===== src/rtl/oto_wb_regs.sv =====
// ---------------------------------------------------------------------------
// oto_wb_regs
//
// Wishbone-slave register window for an autopilot sensor/actuator bridge.
// The host writes a sensor word that is driven into the autopilot and can
// switch the autopilot over to that word. The block also watches the three
// autopilot actuator outputs. For those outputs it keeps a live status
// copy, sticky rising-edge flags and a saturating edge counter on bit 0. It
// raises a level interrupt when any flag is set and interrupts are enabled.
//
// Register window (256 bytes at BASE_ADDR, word offsets):
//   0x00 CTRL   RW  bit0 OVR, bit1 IRQ_EN
//   0x04 SENSOR RW  [18:0] -> pilot_in_o
//   0x08 STATUS RO  [2:0]  synchronized pilot_out_i
//   0x0C EVENT  W1C [2:0]  sticky rising-edge flags
//   0x10 CNT    WC  [15:0] rising edges of pilot_out_i[0], saturating
//   other offsets ack, read 0, ignore writes
//
// Ports:
//   clock, reset      sole clock (rising edge), synchronous active-high reset
//   wbs_*             Wishbone classic slave, one-cycle ack, no wait states
//   pilot_in_o        sensor word towards the autopilot
//   pilot_ovr_o       1 = autopilot uses pilot_in_o instead of its pads
//   pilot_out_i       autopilot actuator outputs (asynchronous to clock)
//   irq_o             registered level interrupt
// ---------------------------------------------------------------------------
module oto_wb_regs #(
  parameter logic [31:0] BASE_ADDR = 32'h3000_0000
) (
  input  logic        clock,
  input  logic        reset,
  input  logic        wbs_cyc_i,
  input  logic        wbs_stb_i,
  input  logic        wbs_we_i,
  input  logic [3:0]  wbs_sel_i,
  input  logic [31:0] wbs_adr_i,
  input  logic [31:0] wbs_dat_i,
  output logic        wbs_ack_o,
  output logic [31:0] wbs_dat_o,
  output logic [18:0] pilot_in_o,
  output logic        pilot_ovr_o,
  input  logic [2:0]  pilot_out_i,
  output logic        irq_o
);

  localparam logic [5:0] OFF_CTRL   = 6'h00;
  localparam logic [5:0] OFF_SENSOR = 6'h01;
  localparam logic [5:0] OFF_STATUS = 6'h02;
  localparam logic [5:0] OFF_EVENT  = 6'h03;
  localparam logic [5:0] OFF_CNT    = 6'h04;

  // Bus decode
  logic       hit;
  logic       req;
  logic       wr;
  logic       rd;
  logic [5:0] offset;

  // State
  logic        ack_reg;
  logic [31:0] dat_reg,    dat_next;
  logic [1:0]  ctrl_reg,   ctrl_next;
  logic [18:0] sensor_reg, sensor_next;
  logic [2:0]  sync1_reg;
  logic [2:0]  sync2_reg;
  logic [2:0]  sync_prev_reg;
  logic [2:0]  event_reg,  event_next;
  logic [15:0] cnt_reg,    cnt_next;
  logic        irq_reg;

  logic [2:0]  pilot_edge;
  logic [2:0]  event_clr;
  logic [31:0] rd_data;

  // Address bits below the word offset and data bits above the widest
  // register carry no meaning for this window.
  logic unused_bits;
  assign unused_bits = ^{wbs_adr_i[1:0], wbs_dat_i[31:19], wbs_sel_i[3]};

  assign hit    = (wbs_adr_i[31:8] == BASE_ADDR[31:8]);
  assign offset = wbs_adr_i[7:2];
  // The ~ack term stops a still-asserted strobe in the ack cycle from
  // being taken as a second request.
  assign req    = wbs_cyc_i & wbs_stb_i & hit & ~ack_reg;
  assign wr     = req &  wbs_we_i;
  assign rd     = req & ~wbs_we_i;

  // Per-bit edge detect on the synchronized actuator outputs. Each EVENT
  // flag is set by its edge and cleared by a written 1. The edge is ORed
  // in last, so a new edge wins over a clear in the same cycle.
  genvar gi;
  generate
    for (gi = 0; gi < 3; gi++) begin : g_evt
      assign pilot_edge[gi] = sync2_reg[gi] & ~sync_prev_reg[gi];
      assign event_next[gi] = (event_reg[gi] & ~event_clr[gi]) | pilot_edge[gi];
    end
  endgenerate

  always_comb begin
    event_clr = 3'b000;
    if (wr && (offset == OFF_EVENT) && wbs_sel_i[0]) begin
      event_clr = wbs_dat_i[2:0];
    end
  end

  always_comb begin
    ctrl_next = ctrl_reg;
    if (wr && (offset == OFF_CTRL) && wbs_sel_i[0]) begin
      ctrl_next = wbs_dat_i[1:0];
    end
  end

  always_comb begin
    sensor_next = sensor_reg;
    if (wr && (offset == OFF_SENSOR)) begin
      if (wbs_sel_i[0]) sensor_next[7:0]   = wbs_dat_i[7:0];
      if (wbs_sel_i[1]) sensor_next[15:8]  = wbs_dat_i[15:8];
      if (wbs_sel_i[2]) sensor_next[18:16] = wbs_dat_i[18:16];
    end
  end

  // Any write to CNT clears it, whatever the data and lanes. An edge in
  // the same cycle is counted on top of the clear, so the result is 1.
  always_comb begin
    cnt_next = cnt_reg;
    if (wr && (offset == OFF_CNT)) begin
      cnt_next = {15'd0, pilot_edge[0]};
    end else if (pilot_edge[0] && (cnt_reg != 16'hFFFF)) begin
      cnt_next = cnt_reg + 16'd1;
    end
  end

  always_comb begin
    rd_data = 32'd0;
    case (offset)
      OFF_CTRL:   rd_data = {30'd0, ctrl_reg};
      OFF_SENSOR: rd_data = {13'd0, sensor_reg};
      OFF_STATUS: rd_data = {29'd0, sync2_reg};
      OFF_EVENT:  rd_data = {29'd0, event_reg};
      OFF_CNT:    rd_data = {16'd0, cnt_reg};
      default:    rd_data = 32'd0;
    endcase
  end

  // Read data is captured when the request is accepted. It is visible only
  // in the single ack cycle and returns to zero afterwards.
  always_comb begin
    dat_next = 32'd0;
    if (rd) begin
      dat_next = rd_data;
    end
  end

  always_ff @(posedge clock) begin
    if (reset) begin
      ack_reg       <= 1'b0;
      dat_reg       <= 32'd0;
      ctrl_reg      <= 2'b00;
      sensor_reg    <= 19'd0;
      sync1_reg     <= 3'b000;
      sync2_reg     <= 3'b000;
      sync_prev_reg <= 3'b000;
      event_reg     <= 3'b000;
      cnt_reg       <= 16'd0;
      irq_reg       <= 1'b0;
    end else begin
      ack_reg       <= req;
      dat_reg       <= dat_next;
      ctrl_reg      <= ctrl_next;
      sensor_reg    <= sensor_next;
      sync1_reg     <= pilot_out_i;
      sync2_reg     <= sync1_reg;
      sync_prev_reg <= sync2_reg;
      event_reg     <= event_next;
      cnt_reg       <= cnt_next;
      irq_reg       <= ctrl_reg[1] & (|event_reg);
    end
  end

  assign wbs_ack_o   = ack_reg;
  assign wbs_dat_o   = dat_reg;
  assign pilot_in_o  = sensor_reg;
  assign pilot_ovr_o = ctrl_reg[0];
  assign irq_o       = irq_reg;

endmodule


===== config.mk =====
export PLATFORM = sky130hd
export DESIGN_NAME = oto_wb_regs
export DESIGN_NICKNAME = d
export VERILOG_FILES = /design/src/rtl/oto_wb_regs.sv
export SDC_FILE = /design/constraint.sdc
export NUM_CORES = 1
export LEC_CHECK = 0
export ABC_CLOCK_PERIOD_IN_PS = 2650
export CAP_MARGIN = 30
export CORE_ASPECT_RATIO = 0.7
export CORE_MARGIN = 8
export CORE_UTILIZATION = 30
export CTS_CLUSTER_SIZE = 8
export DETAILED_ROUTE_END_ITERATION = 7
export PLACE_DENSITY = 0.67
export SETUP_SLACK_MARGIN = 0.02
export SLEW_MARGIN = 20
export SYNTH_ARGS = -nofsm -noshare
export SYNTH_HDL_FRONTEND = slang
export SYNTH_SLANG_ARGS = --single-unit

===== constraint.sdc =====
create_clock -name clock -period 2.65 [get_ports clock]
set_input_delay 0.6625 -clock clock [delete_from_list [all_inputs] [get_ports clock]]
set_output_delay 0.6625 -clock clock [all_outputs]
set_load 0.01 [all_outputs]

==> results of run 1 <==
## cell type report
class	count	area, um^2	area share
multi-input combinational	257	1660	0.349
inverter	1	3.75	0.000786
clock buffer	10	239	0.0501
sequential	70	1400	0.294
tap	132	165	0.0346
timing repair buffer	127	1220	0.255
clock inverter	5	83.8	0.0176
## layer usage
| layer | GRT usage | share of wire |
|---|---|---|
| met5 | 0 | 0 |
| met4 | 0.0457 | 0.0018 |
| met3 | 0.0532 | 0.087 |
| met2 | 0.232 | 0.45 |
| met1 | 0.167 | 0.46 |
## cell usage after synthesis (2+ instances only)
cell type | number | area share
dfxtp_1 | 70 | 0.43
a21oi_1 | 36 | 0.056
nand4_1 | 28 | 0.054
nor2_1 | 21 | 0.024
clkbuf_1 | 18 | 0.021
o31ai_2 | 16 | 0.062
a22oi_1 | 15 | 0.035
buf_4 | 13 | 0.030
nand2_1 | 13 | 0.015
nor2b_1 | 12 | 0.023
or3_1 | 10 | 0.019
nand2b_1 | 9 | 0.017
and3_1 | 8 | 0.015
nand3_1 | 8 | 0.012
o21ai_0 | 8 | 0.012
o31ai_1 | 8 | 0.019
nor4_1 | 7 | 0.013
nor3_1 | 6 | 0.0093
mux2i_1 | 5 | 0.015
and4_1 | 4 | 0.011
buf_6 | 4 | 0.014
or4_1 | 4 | 0.0093
nor4_2 | 3 | 0.012
o41ai_1 | 3 | 0.0081
buf_2 | 2 | 0.0031
nor3_2 | 2 | 0.0062
nor3b_1 | 2 | 0.0046
o2bb2ai_1 | 2 | 0.0054
## logic make-up after synthesis
kind of cell               count (synthesis)  synth area share
AOI/OAI and AO/OA                         95             0.215
other                                      1           0.00116
and+or+nand+nor                          142             0.261
buffers and inverters                     38            0.0690
adders and majority gates                  1           0.00386
DFF                                       70             0.432
muxes                                      5            0.0154
xor gates and xnor gates                   1           0.00270
## worst min-delay path by stage
stage,startpoint,endpoint,slack [ns],depth (start not counted)
5_1_grt,sync1_reg[2],sync2_reg[2],0.46,1
2_1_floorplan,sync1_reg[0],sync2_reg[0],0.41,1
6_report,sync1_reg[0],sync2_reg[0],0.44,1
3_5_place_dp,sync1_reg[0],sync2_reg[0],0.43,1
3_3_place_gp,sync1_reg[1],sync2_reg[1],0.42,1
4_1_cts,sync1_reg[0],sync2_reg[0],0.44,1
## report_power, final
part / switching [mW] / internal (mW) / total, mW
Sequential: 0.00587 / 1.06 / 1.07
Clock: 0.456 / 0.845 / 1.30
Combinational: 0.0672 / 0.107 / 0.174
Total: 0.530 / 2.01 / 2.54
## per-stage QoR
stage                     utilization  std cells
after floorplan                     -        365
after global placement          0.427        587
after detailed placement        0.427        587
after CTS                       0.457        602
after global routing            0.457        602
final                           0.457        602
## critical path: stages
cell and delay, ns:
clkdlybuf4s50_1 0.42, or4_4 0.58, buf_4 0.18, or3_1 0.42
o31ai_1 0.21, a21oi_1 0.09
==> results.yml, run 1 <==
status:
  status: "finished clean"
sta:
  timing.final.crit_share: 0.891
  worst_pin_slew_ns: 0.551
  rsz0062_at_grt: "false"
  fmaxAchievable_mhz: 423
  fin_hold_ws_ns: 0.436
  slew_headroom: 0.630
  fin_tns_setup_ns: 0
  hold_violations: 0
  period_needed_ns: 2.36
  finalSetupViolCount: 0
  final_max_slew_viol_count: 0
  setup_ws_ns: 0.288
  clock_skew_ns: 0.00617
synthesis:
  yosysWarnings: 0
  synth_seq_cells: 70
  synth_seq_area_share: 0.432
  synth_ff_type: "dfxtp_1"
  netlist_area_um2: 3240
  synth-edff-count: 0
  synth_area_per_cell_um2: 9.19
  ys_async_sr_fraction: 0
  yosysUniqueCellTypes: 44
  synth_cells: 353
clock_network:
  cts_resized: 0
  hold_buffers: 0
  cts_buffers: 9
  cts_tree: "yes"
  clock_sinks: 70
  clk_pin_slew_ns: 0.06
  clockBufferDepth: 2
  root_buffer: "clkbuf_16"
  htreeDepth: 3
  clkLatencyLatePin_ns: 0.33
  cts_setup_buffers: 0
place:
  gp_congestion: 0.863
  portBuffers: 100
  detailed_place_hpwl_um: 7570
  place_area_um2: 4450
  dpl_worst_slack_ns: -0.0590
power_and_ir_drop:
  power_mw: 2.54
  vdd_drop_max_uv: 320
  power_density_nw_per_um2: 533
  p_leak_nw: 1.57
global_route:
  grt_overflow: 0
  grt_usage: 0.141
  grt_pass1_wl_um: 16100
  antenna_found_initial: 0
  grt_max_degree: 43
  grt_pass1_vias: 3213
setup_path:
  critPathRequiredTime_ns: 2.85
  rr_worst_depth: 5
  crit_path_end: "pilot_in_o[17]"
  critPathLaunchType: "primary input"
  crit_fanout: 5
  end_kind: "register"
  r2r_slack_ns: 0.84
  r2r_end: "cnt_reg[14]"
  crit_type: "in -> reg"
  startpoint: "wbs_adr_i[7]"
  arrival_ns: 2.57
  reg2reg_from: "cnt_reg[0]"
min_path:
  min_path_type: "reg -> reg"
layout:
  nets: 543
  syn_to_final_growth_pct: 47.1
  most-common-layout-cells: "100 x clkdlybuf4s50_1, 70 x dfxtp_1, 36 x a21oi_1"
  drive_above_1_share: 0.140
  n_fill_cell: 990
  fin_area_um2: 4770
  n_antenna_cell: 0
  final_common_cell: "clkdlybuf4s50_1"
floorplanning:
  dieArea_um2: 14500
  die_y_um: 103
  fp.coreArea_um2: 10400
  fp-row-count: 31
  num_io_pins: 130
  start_util: 0.311
  die_w_um: 140
drt:
  drt_pass1_iterations: 4
  via_per_inst: 5.25
  wire_per_inst_um: 16.4
  drc: 0
  vias: 3159
  wirelength_um: 9900
  drt_iter0_markers: 165
  ant_nets: 0
flow_run:
  cap_violations: 0
No activity file was read; power rests on OpenSTA's default activity.
==> run 2: changes to the inputs <==
--- a/config.mk
+++ b/config.mk
@@ -7,12 +7,15 @@
 export LEC_CHECK = 0
 export ABC_CLOCK_PERIOD_IN_PS = 2650
 export CAP_MARGIN = 30
+export CELL_PAD_IN_SITES_DETAIL_PLACEMENT = 0
+export CELL_PAD_IN_SITES_GLOBAL_PLACEMENT = 1
 export CORE_ASPECT_RATIO = 0.7
 export CORE_MARGIN = 8
 export CORE_UTILIZATION = 30
 export CTS_CLUSTER_SIZE = 8
 export DETAILED_ROUTE_END_ITERATION = 7
-export PLACE_DENSITY = 0.67
+export GPL_TIMING_DRIVEN = 1
+export PLACE_DENSITY = 0.85
 export SETUP_SLACK_MARGIN = 0.02
 export SLEW_MARGIN = 20
 export SYNTH_ARGS = -nofsm -noshare
==> results.yml, run 2 (synthesis results as in run 1) <==
status:
  status: "finished clean"
sta:
  worst_pin_slew_ns: 0.524
  finalSetupViolCount: 0
  fin_hold_ws_ns: 0.447
  slew_headroom: 0.647
  final_max_slew_viol_count: 0
  clock_skew_ns: 0.00733
  hold_violations: 0
  rsz0062_at_grt: "false"
  timing.final.crit_share: 0.909
  period_needed_ns: 2.41
  fmaxAchievable_mhz: 415
global_route:
  antenna_found_initial: 0
  grt_max_degree: 43
  grt_overflow: 0
  grt_pass1_wl_um: 15900
  grt_pass1_vias: 3155
  grt_usage: 0.139
clock_network:
  htreeDepth: 3
  clkLatencyLatePin_ns: 0.34
  cts_resized: 0
  clk_pin_slew_ns: 0.06
  cts_buffers: 9
  hold_buffers: 0
  cts_setup_buffers: 0
  clock_sinks: 70
  root_buffer: "clkbuf_16"
  cts_tree: "yes"
  clockBufferDepth: 2
drt:
  vias: 3144
  ant_nets: 0
  drt_iter0_markers: 180
  drc: 0
  drt_pass1_iterations: 4
  wire_per_inst_um: 16.4
  wirelength_um: 9880
  via_per_inst: 5.22
setup_path:
  critPathLaunchType: "primary input"
  crit_type: "in -> reg"
  crit_fanout: 5
  end_kind: "register"
  arrival_ns: 2.62
  r2r_slack_ns: 0.86
  critPathRequiredTime_ns: 2.86
layout:
  final_common_cell: "clkdlybuf4s50_1"
  n_fill_cell: 992
  drive_above_1_share: 0.140
  final_cells: 602
  n_antenna_cell: 0
  fin_area_um2: 4780
  syn_to_final_growth_pct: 47.4
  nets: 543
  seq_area_um2: 1400
  multi_input_area_um2: 1660
  most-common-layout-cells: "100 x clkdlybuf4s50_1, 70 x dfxtp_1, 36 x a21oi_1"
power_and_ir_drop:
  p_leak_nw: 1.58
  power_mw: 2.64
  sequentialPowerShare: 0.405
  vdd_drop_max_uv: 368
  switchingPower_mw: 0.527
  power_density_nw_per_um2: 551
  pwr-share-comb: 0.065
  clkPwrFrac: 0.530
  swShare: 0.200
  internal_power_mw: 2.11
min_path:
  min_path_type: "reg -> reg"
floorplanning:
  die_y_um: 103
  fp.coreArea_um2: 10400
  dieArea_um2: 14500
  fp-row-count: 31
  die_w_um: 140
  start_util: 0.311
  num_io_pins: 130
place:
  portBuffers: 100
  placed_cells: 587
  gp_congestion: 0.876
  detailed_place_hpwl_um: 7600
  place_area_um2: 4440
flow_run:
  cap_violations: 0
==> run 2: cell type report <==
type / count / area share
Sequential cell: 70 / 0.293
Clock buffer: 10 / 0.0500
Timing Repair Buffer: 127 / 0.252
Multi-Input combinational cell: 257 / 0.348
Clock inverter: 5 / 0.0222
Inverter: 1 / 0.000785
Tap cell: 132 / 0.0345
==> run 2: metal layers <==
layer	vias up	track usage	part of all wire
met5	-	0	0
met4	0	0.0473	0.012
met3	14	0.0509	0.075
met2	116	0.217	0.45
met1	1464	0.176	0.46
li1	1550	-	-
==> run 2: path summary, 6_finish.rpt <==
kind,from,endpoint,cells past startpoint
max,wbs_adr_i[7],pilot_in_o[16],6
min,sync1_reg[0],sync2_reg[0],1
max reg2reg,cnt_reg[0],cnt_reg[14],5
min reg2reg,sync1_reg[0],sync2_reg[0],1
==> run 2: power groups by stage <==
stage / registers (mW) / clock network [mW] / logic (mW)
detailed placement: 1.09 / 0 / 0.171
CTS: 1.07 / 1.42 / 0.172
finish: 1.07 / 1.40 / 0.172
global route: 1.07 / 1.47 / 0.186
global placement: 1.09 / 0 / 0.168
floorplan: 1.09 / 0 / 0.0675
==> run 2: stage by stage <==
| step | util | setup TNS [ns] | worst slack, ns |
|---|---|---|---|
| finish | 0.458 | 0 | 0.242 |
| global route | 0.458 | 0 | 0.200 |
| CTS | 0.458 | 0 | 0.270 |
| detailed placement | 0.425 | -0.463 | -0.0907 |
| global placement | 0.425 | -0.0609 | -0.0214 |
| floorplan | - | 0 | 0.445 |
==> run 2: critical path, cell delays in order <==
cell,delay (ns)
clkdlybuf4s50_1,0.43
or4_4,0.59
buf_4,0.18
or3_1,0.42
o31ai_1,0.24
a21oi_1,0.10
==> run 3: changes to the inputs <==
--- a/config.mk
+++ b/config.mk
@@ -14,8 +14,9 @@
 export CORE_UTILIZATION = 30
 export CTS_CLUSTER_SIZE = 8
 export DETAILED_ROUTE_END_ITERATION = 7
-export GPL_TIMING_DRIVEN = 1
+export GPL_TIMING_DRIVEN = 0
 export PLACE_DENSITY = 0.85
+export REMOVE_ABC_BUFFERS = 1
 export SETUP_SLACK_MARGIN = 0.02
 export SLEW_MARGIN = 20
 export SYNTH_ARGS = -nofsm -noshare
==> results.yml, run 3 (synthesis results as in run 1) <==
setup_path:
  cp_top_family: "simple AND/OR/NAND/NOR gates"
  reg2reg_from: "cnt_reg[0]"
  critPathRequiredTime_ns: 2.84
  critPathLaunchType: "primary input"
  cp.depth: 5
  crit_fanout: 8
  r2r_end: "cnt_reg[0]"
  crit_type: "in -> reg"
  rr_worst_depth: 5
  crit_chain: "clkdlybuf4s50_1 > or4_4 > or3_1 > o31ai_2 > a21oi_1"
  startpoint: "wbs_adr_i[7]"
  end_kind: "register"
  arrival_ns: 2.68
  crit_buf_inv: 1
  r2r_slack_ns: 0.51
  crit_path_top_delay_cell: "or4_4"
  critical-path-max-stage-delay_ns: 0.63
  crit_path_end: "pilot_in_o[6]"
sta:
  slew_headroom: 0.459
  fin_tns_setup_ns: 0
  finalSetupViolCount: 0
  fmaxAchievable_mhz: 401
  worst_pin_slew_ns: 0.805
  rsz0062_at_grt: "false"
  clock_skew_ns: 0.00702
  period_needed_ns: 2.49
  hold_violations: 0
  final_max_slew_viol_count: 0
  timing.final.crit_share: 0.941
power_and_ir_drop:
  p_leak_nw: 1.47
  swShare: 0.213
  power_density_nw_per_um2: 518
  internal_power_mw: 1.88
  switchingPower_mw: 0.509
  clkPwrFrac: 0.484
  power_mw: 2.39
  vdd_drop_max_uv: 376
  sequentialPowerShare: 0.447
  pwr-share-comb: 0.068
place:
  gp_congestion: 0.877
  detailed_place_hpwl_um: 7590
  portBuffers: 100
  place_area_um2: 4290
status:
  status: "finished clean"
clock_network:
  hold_buffers: 0
  root_buffer: "clkbuf_16"
  clk_pin_slew_ns: 0.06
  clock_sinks: 70
  clockBufferDepth: 2
  htreeDepth: 3
  cts_tree: "yes"
  cts_setup_buffers: 0
  clkLatencyLatePin_ns: 0.34
  cts_buffers: 9
flow_run:
  cap_violations: 0
layout:
  most-common-layout-cells: "99 x clkdlybuf4s50_1, 70 x dfxtp_1, 36 x a21oi_1"
  nets: 522
  fin_area_um2: 4610
  syn_to_final_growth_pct: 42.2
  n_antenna_cell: 0
  drive_above_1_share: 0.118
  n_fill_cell: 1015
  final_common_cell: "clkdlybuf4s50_1"
drt:
  wire_per_inst_um: 17.5
  drt_iter0_markers: 239
  drt_pass1_iterations: 5
  drc: 0
  via_per_inst: 5.36
  vias: 3121
  wirelength_um: 10200
  ant_nets: 0
global_route:
  grt_max_degree: 44
  grt_usage: 0.141
  antenna_found_initial: 0
  grt_pass1_vias: 3023
  grt_pass1_wl_um: 15800
  grt_overflow: 0
min_path:
  min_path_type: "reg -> reg"
floorplanning:
  fp-row-count: 31
  dieArea_um2: 14500
  start_util: 0.311
  fp.coreArea_um2: 10400
  num_io_pins: 130
  die_y_um: 103
  die_w_um: 140
run 3: cell types whose count changed in the layout (fill, tap and decap cells not counted), moves of 3 or more:
| cell | delta |
|---|---|
| buf_4 | -26 |
| clkinv_2 | +4 |
| buf_6 | +3 |
| nor4_1 | -3 |
run 3: worst min-delay path by stage:
stage | start | to | slack [ns] | cells past startpoint
2_1_floorplan | sync1_reg[0] | sync2_reg[0] | 0.41 | 1
3_3_place_gp | sync1_reg[0] | sync2_reg[0] | 0.42 | 1
3_5_place_dp | sync1_reg[0] | sync2_reg[0] | 0.42 | 1
4_1_cts | sync1_reg[0] | sync2_reg[0] | 0.44 | 1
5_1_grt | sync1_reg[2] | sync2_reg[2] | 0.46 | 1
6_report | sync1_reg[0] | sync2_reg[0] | 0.43 | 1
run 3: routing by layer:
layer  track usage  wire [um]  up-vias
met5             0          0        -
met1         0.171       4560     1477
met2         0.224       4600      129
li1              -          -     1503
met4        0.0507        135        0
met3        0.0583        900       12
run 3: power by group through the flow:
| stage | clock (mW) | sequential (mW) | combinational, mW |
|---|---|---|---|
| after floorplan | 0 | 1.09 | 0.0412 |
| after global placement | 0 | 1.09 | 0.157 |
| after detailed placement | 0 | 1.09 | 0.157 |
| after CTS | 1.19 | 1.07 | 0.158 |
| after global routing | 1.25 | 1.07 | 0.176 |
| final | 1.16 | 1.07 | 0.163 |
run 3: per-stage QoR:
step | hold WS [ns] | setup WS [ns] | cells | util
6_report | 0.434 | 0.156 | 582 | 0.442
5_1_grt | 0.461 | 0.0402 | 582 | 0.442
4_1_cts | 0.436 | 0.0398 | 581 | 0.439
3_5_place_dp | 0.423 | -0.553 | 565 | 0.411
3_3_place_gp | 0.418 | -1.49 | 560 | 0.406
2_1_floorplan | 0.414 | -0.364 | 328 | -
run 3: layout make-up:
class	instances	area, um^2	share of cell area
Timing Repair Buffer	106	1060	0.229
Sequential cell	70	1400	0.304
Inverter	1	3.75	0.000814
Tap cell	132	165	0.0358
Multi-Input combinational cell	257	1700	0.369
Clock inverter	5	50.0	0.0109
Clock buffer	11	233	0.0505
run 3: worst reg2reg max path, delay by kind of cell (launching register included):
family,cells,cell delay [ns]
AND/OR/NAND/NOR,2,0.94
AO/OA/AOI/OAI,1,0.12
adder cells (fa/ha/maj),1,0.29
multiplexers,1,0.25
flip-flops,1,0.40
run 3: what timing repair did:
item / 4_1_cts / 5_1_grt
endpoints found under the setup margin: 31 / 23
resized for setup: 3 / 5
pin swaps: 0 / 0
